## config.mk

```make
export PLATFORM = sky130hd
export DESIGN_NAME = event_counter_bank
export DESIGN_NICKNAME = d
export VERILOG_FILES = /design/src/rtl/counter_pkg.sv /design/src/rtl/counter_channel.sv /design/src/rtl/event_counter_bank.sv
export SDC_FILE = /design/constraint.sdc
export NUM_CORES = 1
export LEC_CHECK = 0
export BUFFER_PORTS_ARGS = -buffer_cell sky130_fd_sc_hd__clkbuf_2
export CELL_PAD_IN_SITES_DETAIL_PLACEMENT = 0
export CELL_PAD_IN_SITES_GLOBAL_PLACEMENT = 1
export CORE_MARGIN = 2
export CORE_UTILIZATION = 41
export DETAILED_ROUTE_END_ITERATION = 8
export PLACE_DENSITY = 0.81
export REMOVE_ABC_BUFFERS = 1
export SKIP_CTS_REPAIR_TIMING = 1
export SLEW_MARGIN = 15
export SYNTH_ARGS = -nofsm -noshare
export SYNTH_HDL_FRONTEND = slang
export SYNTH_SLANG_ARGS = --single-unit
export TNS_END_PERCENT = 1
```

## constraint.sdc

```tcl
create_clock -name clk -period 7.5 [get_ports clk]
set_clock_uncertainty 0.05 [all_clocks]
set_input_delay 1.125 -clock clk [delete_from_list [all_inputs] [get_ports clk]]
set_output_delay 1.125 -clock clk [all_outputs]
set_load 0.02 [all_outputs]
```

## src/rtl/counter_pkg.sv

```systemverilog
// Shared types for the event counter bank: counter overflow mode and snapshot FSM states.
package counter_pkg;

  typedef enum logic {
    CNT_WRAP,
    CNT_SATURATE
  } cnt_mode_e;

  typedef enum logic {
    SNAP_IDLE,
    SNAP_SEND
  } snap_state_e;

endpackage

```

## src/rtl/counter_channel.sv

```systemverilog
// Single event counter with clear priority, wrap/saturate overflow and registered terminal-count pulse.
module counter_channel
  import counter_pkg::*;
#(
  parameter int unsigned WIDTH = 32,
  parameter cnt_mode_e   MODE  = CNT_WRAP
) (
  input  logic             clk,
  input  logic             rst,
  input  logic             incr_in,
  input  logic             clear_in,
  output logic [WIDTH-1:0] count_out,
  output logic             tc_out
);

  localparam logic [WIDTH-1:0] CNT_ONE    = WIDTH'(1);
  localparam logic [WIDTH-1:0] CNT_MAX    = '1;
  localparam logic [WIDTH-1:0] CNT_MAX_M1 = CNT_MAX - CNT_ONE;

  logic [WIDTH-1:0] r_count;
  logic             r_tc;

  always_ff @(posedge clk) begin
    if (rst) begin
      r_count <= '0;
      r_tc    <= 1'b0;
    end else if (clear_in) begin
      r_count <= '0;
      r_tc    <= 1'b0;
    end else if (incr_in) begin
      if (MODE == CNT_SATURATE) begin
        // Pulse only on the step into max, never while holding there.
        if (r_count != CNT_MAX) r_count <= r_count + CNT_ONE;
        r_tc <= (r_count == CNT_MAX_M1);
      end else begin
        r_count <= r_count + CNT_ONE;
        r_tc    <= (r_count == CNT_MAX);
      end
    end else begin
      r_tc <= 1'b0;
    end
  end

  assign count_out = r_count;
  assign tc_out    = r_tc;

endmodule

```

## src/rtl/event_counter_bank.sv

```systemverilog
// Bank of NUM_CH event counters with an atomic snapshot streamed out one channel per AXI-Stream beat.
module event_counter_bank
  import counter_pkg::*;
#(
  parameter int unsigned NUM_CH = 4,
  parameter int unsigned WIDTH  = 32,
  parameter cnt_mode_e   MODE   = CNT_WRAP,
  parameter int unsigned IDX_W  = (NUM_CH > 1) ? $clog2(NUM_CH) : 1
) (
  input  logic                    clk,
  input  logic                    rst,
  input  logic [NUM_CH-1:0]       incr_in,
  input  logic [NUM_CH-1:0]       clear_in,
  output logic [NUM_CH*WIDTH-1:0] count_out,
  output logic [NUM_CH-1:0]       tc_out,
  input  logic                    snap_req_in,
  output logic                    snap_busy_out,
  output logic                    snap_drop_out,
  output logic                    m_axis_tvalid,
  input  logic                    m_axis_tready,
  output logic [WIDTH-1:0]        m_axis_tdata,
  output logic [IDX_W-1:0]        m_axis_tuser,
  output logic                    m_axis_tlast
);

  localparam logic [IDX_W-1:0] LAST_IDX = IDX_W'(NUM_CH - 1);
  localparam logic [IDX_W-1:0] IDX_ONE  = IDX_W'(1);

  logic [WIDTH-1:0] w_count [NUM_CH];
  logic [WIDTH-1:0] r_shadow [NUM_CH];
  snap_state_e      r_state;
  logic [IDX_W-1:0] r_idx;
  logic [IDX_W-1:0] w_next_idx;
  logic [WIDTH-1:0] r_tdata;
  logic             r_tvalid;
  logic             r_tlast;
  logic             r_drop;

  for (genvar g = 0; g < NUM_CH; g++) begin : g_ch
    counter_channel #(
      .WIDTH (WIDTH),
      .MODE  (MODE)
    ) u_ch (
      .clk       (clk),
      .rst       (rst),
      .incr_in   (incr_in[g]),
      .clear_in  (clear_in[g]),
      .count_out (w_count[g]),
      .tc_out    (tc_out[g])
    );
    assign count_out[g*WIDTH +: WIDTH] = w_count[g];
  end

  assign w_next_idx = r_idx + IDX_ONE;

  // Shadow copy holds pre-increment values, so every channel reflects the same instant.
  always_ff @(posedge clk) begin
    if (!rst && r_state == SNAP_IDLE && snap_req_in) begin
      for (int unsigned i = 0; i < NUM_CH; i++) r_shadow[i] <= w_count[i];
    end
  end

  always_ff @(posedge clk) begin
    if (rst) begin
      r_state  <= SNAP_IDLE;
      r_idx    <= '0;
      r_tdata  <= '0;
      r_tvalid <= 1'b0;
      r_tlast  <= 1'b0;
      r_drop   <= 1'b0;
    end else begin
      r_drop <= snap_req_in && (r_state == SNAP_SEND);
      case (r_state)
        SNAP_IDLE: begin
          if (snap_req_in) begin
            r_state  <= SNAP_SEND;
            r_idx    <= '0;
            r_tdata  <= w_count[0];
            r_tvalid <= 1'b1;
            r_tlast  <= (NUM_CH == 1);
          end
        end
        SNAP_SEND: begin
          if (m_axis_tready) begin
            if (r_tlast) begin
              r_state  <= SNAP_IDLE;
              r_tvalid <= 1'b0;
              r_tlast  <= 1'b0;
            end else begin
              r_idx   <= w_next_idx;
              r_tdata <= r_shadow[w_next_idx];
              r_tlast <= (w_next_idx == LAST_IDX);
            end
          end
        end
        default: r_state <= SNAP_IDLE;
      endcase
    end
  end

  assign snap_busy_out = (r_state == SNAP_SEND);
  assign snap_drop_out = r_drop;
  assign m_axis_tvalid = r_tvalid;
  assign m_axis_tdata  = r_tdata;
  assign m_axis_tuser  = r_idx;
  assign m_axis_tlast  = r_tlast;

endmodule

```

==> run_results.csv <==
group,metric,value,unit
sta,drv_slew,0,
floorplanning,die_area,31800,um^2
yosys,synth_cells,1080,
clock_tree,cts_buffers,29,
setup_path,slowest_stage,"buf_4",
setup_path,worstPathMaxFanout,78,
final_layout,area.growth.synth_to_final,17.4,%
detailed_routing,via_per_inst,5.74,
power,max-vdd-ir-drop,151,uV
setup_path,r2r_start,"snap_busy_out",
floorplanning,ioPinCount,182,
detailed_routing,wl_per_cell,20.1,um
setup_path,critical_path.startpoint,"rst",
floorplanning,core,29800,um^2
detailed_routing,vias,9440,
run,drv_cap,0,
clock_tree,cts.path.max_buffers,3,
worst_hold_path,hp-class,"reg2reg",
yosys,synth.avg_cell_area,11.5,um^2
yosys,synthFlopType,"dfxtp_1",
detailed_routing,ant_nets,0,
floorplanning,die_width,178,um
sta,slew_headroom,32.2,%
floorplanning,initial_utilization,41.9,%
clock_tree,h-tree-depth,1,
power,p_per_area,234,nW/um^2
setup_path,worst_path_most_repeated_cell,"buf_4",
detailed_routing,firstDrtPassIters,5,
sta,period_share,40.7,%
clock_tree,cts.sinks,298,
final_layout,final_nets,1250,
yosys,synthArstFlopShare,0,%
setup_path,critPathRequiredTime,7630,ps
global_routing,antenna_found_initial,0,
global_routing,grt_pass1_vias,8814,
final_layout,fillers,2697,
worst_hold_path,min_from,"m_axis_tdata[25]",
yosys,synth-edff-count,128,
place,port_buffers,181,
sta,tns,0,ps
setup_path,worst_setup_path_end_kind,"flip-flop",
detailed_routing,post-route-drc-count,0,
sta,fin_crit,3060,ps
yosys,yosysSeqAreaShare,58.1,%
place,gp_congestion,0.834,
place,dpl.hpwl,22900,um
floorplanning,rows,63,
clock_tree,clockRootBuffer,"clkbuf_16",
sta,fin_hold_ws,450,ps
setup_path,startpoint_type,"primary input",
yosys,synth-seq-cells,298,
setup_path,crit_chain,"clkbuf_2 > buf_4 > nor2b_4 > buf_4 > buf_4",
clock_tree,clk_latency,550,ps
final_layout,layout-drive-gt1-share,22.4,%
clock_tree,clkTransAtPathRegs,60,ps
setup_path,arrival,3190,ps
yosys,yosys_warnings,0,
sta,setup_violations,0,
final_layout,multiInputGateArea,4890,um^2
yosys,synthDistinctLibCells,42,
final_layout,seq_area,7250,um^2
floorplanning,die_h,178,um
sta,grt_setup_unrepaired,"no",
power,p_leak,5.13,nW
outcome,run_status,"completed",
global_routing,grt_first_pass_wirelength,50900,um
global_routing,grt_overflow_total,0,
detailed_routing,wl,33000,um
final_layout,antennaDiodeCount,0,
setup_path,critical_path.max_stage_delay,750,ps
setup_path,critPathKind,"in2reg",
detailed_routing,first_iter_violations,806,
global_routing,grt_usage,20.5,%
yosys,syn_area,12500,um^2
clock_tree,cts_tree,"yes",
global_routing,grt_max_degree,79,
sta,worstMarginPinSlew,1020,ps
sta,fmax,327,MHz
sta,hold_viol,0,
[path summary, 6_finish.rpt]
check / slack (ps) / to / cells after the start
setup / recovery: 4440 / r_shadow[0][20] / 5
hold / removal: 450 / m_axis_tdata[25] / 2
setup reg to reg: 4480 / r_shadow[0][20] / 5
hold reg to reg: 450 / m_axis_tdata[25] / 2
[worst max-delay path: cells and delay by family]
family / cells / cell delay (ps)
buf+inv: 4 / 1790
simple gates: 1 / 160
[cell usage after synthesis (26+ instances only)]
cell | count | area, um^2
clkbuf_1 | 42 | 158
a211oi_1 | 32 | 240
a21oi_1 | 73 | 365
o31ai_1 | 42 | 315
dfxtp_1 | 170 | 3400
nand4_1 | 34 | 213
or3_1 | 34 | 213
mux2i_1 | 39 | 390
nor2_1 | 93 | 349
nand3_1 | 47 | 235
mux4_2 | 32 | 721
or4_1 | 54 | 405
nand2_1 | 55 | 206
edfxtp_1 | 128 | 3840
o21ai_0 | 26 | 130
[report_power, final]
group	switching, W	internal [W]	total, W
Sequential	0.0000198	0.00172	0.00174
Clock	0.000627	0.000892	0.00152
Combinational	0.000106	0.0000580	0.000164
[stage by stage]
stage / instance area, um^2 / util (%) / worst slack [ps] / cells / power (W)
floorplan: 12200 / - / -191 / 1014 / 0.00188
global placement: 13600 / 45.8 / 3940 / 1592 / 0.00194
detailed placement: 13600 / 45.8 / 3850 / 1592 / 0.00194
CTS: 14600 / 49.1 / 4440 / 1645 / 0.00345
global route: 14600 / 49.1 / 4240 / 1645 / 0.00353
finish: 14600 / 49.1 / 4440 / 1645 / 0.00342
[logic make-up (layout without fill, tap and decap cells)]
| logic type | count (synthesis) | in the layout | synth area share [%] |
|---|---|---|---|
| multiplexers | 71 | 71 | 8.91 |
| adder cells (fa/ha/maj) | 5 | 5 | 0.502 |
| AO/OA/AOI/OAI | 195 | 195 | 9.91 |
| XOR/XNOR | 43 | 43 | 3.02 |
| flip-flops | 298 | 298 | 58.1 |
| buffers and inverters | 84 | 259 | 2.79 |
| AND/OR/NAND/NOR | 384 | 384 | 16.8 |
[per-layer routing]
layer  GRT usage (%)  part of all wire [%]  vias up  wire length [um]
met2            32.3                    46      273             15300
li1                -                     -     4467                 -
met3            4.24                   7.1       46              2360
met1            29.0                    45     4654             14700
met5               0                     0        -                 0
met4            4.91                   2.0        0               671
[area by class of cell]
type / count / share of cell area (%)
multi-input cells: 698 / 33.4
inverters: 18 / 0.461
well taps: 390 / 3.33
flip-flops and latches: 298 / 49.5
clock buffers: 36 / 5.42
clock inverters: 17 / 1.38
repair buffers: 188 / 6.54
[registers in the layout (all words and copies together), names as in the netlist]
signal and cells:
snap_busy_out 1, m_axis_tdata 32, m_axis_tuser 2, r_shadow 128
g_ch.u_ch.tc_out 4, snap_drop_out 1, m_axis_tlast 1, m_axis_tvalid 1
g_ch.u_ch.count_out 128
[cell usage in the layout, fill, tap and decap left out, drive strengths merged, types with 23 or more instances in the layout]
cell and count:
a211oi 32, a21oi 73, clkbuf 217, dfxtp 170, edfxtp 128, mux2i 39
mux4 32, nand2 55, nand3 49, nand4 36, nor2 93, o21ai 26
o31ai 42, or3 34, or4 55, xor2 23
No activity file was read; power rests on OpenSTA's default activity.
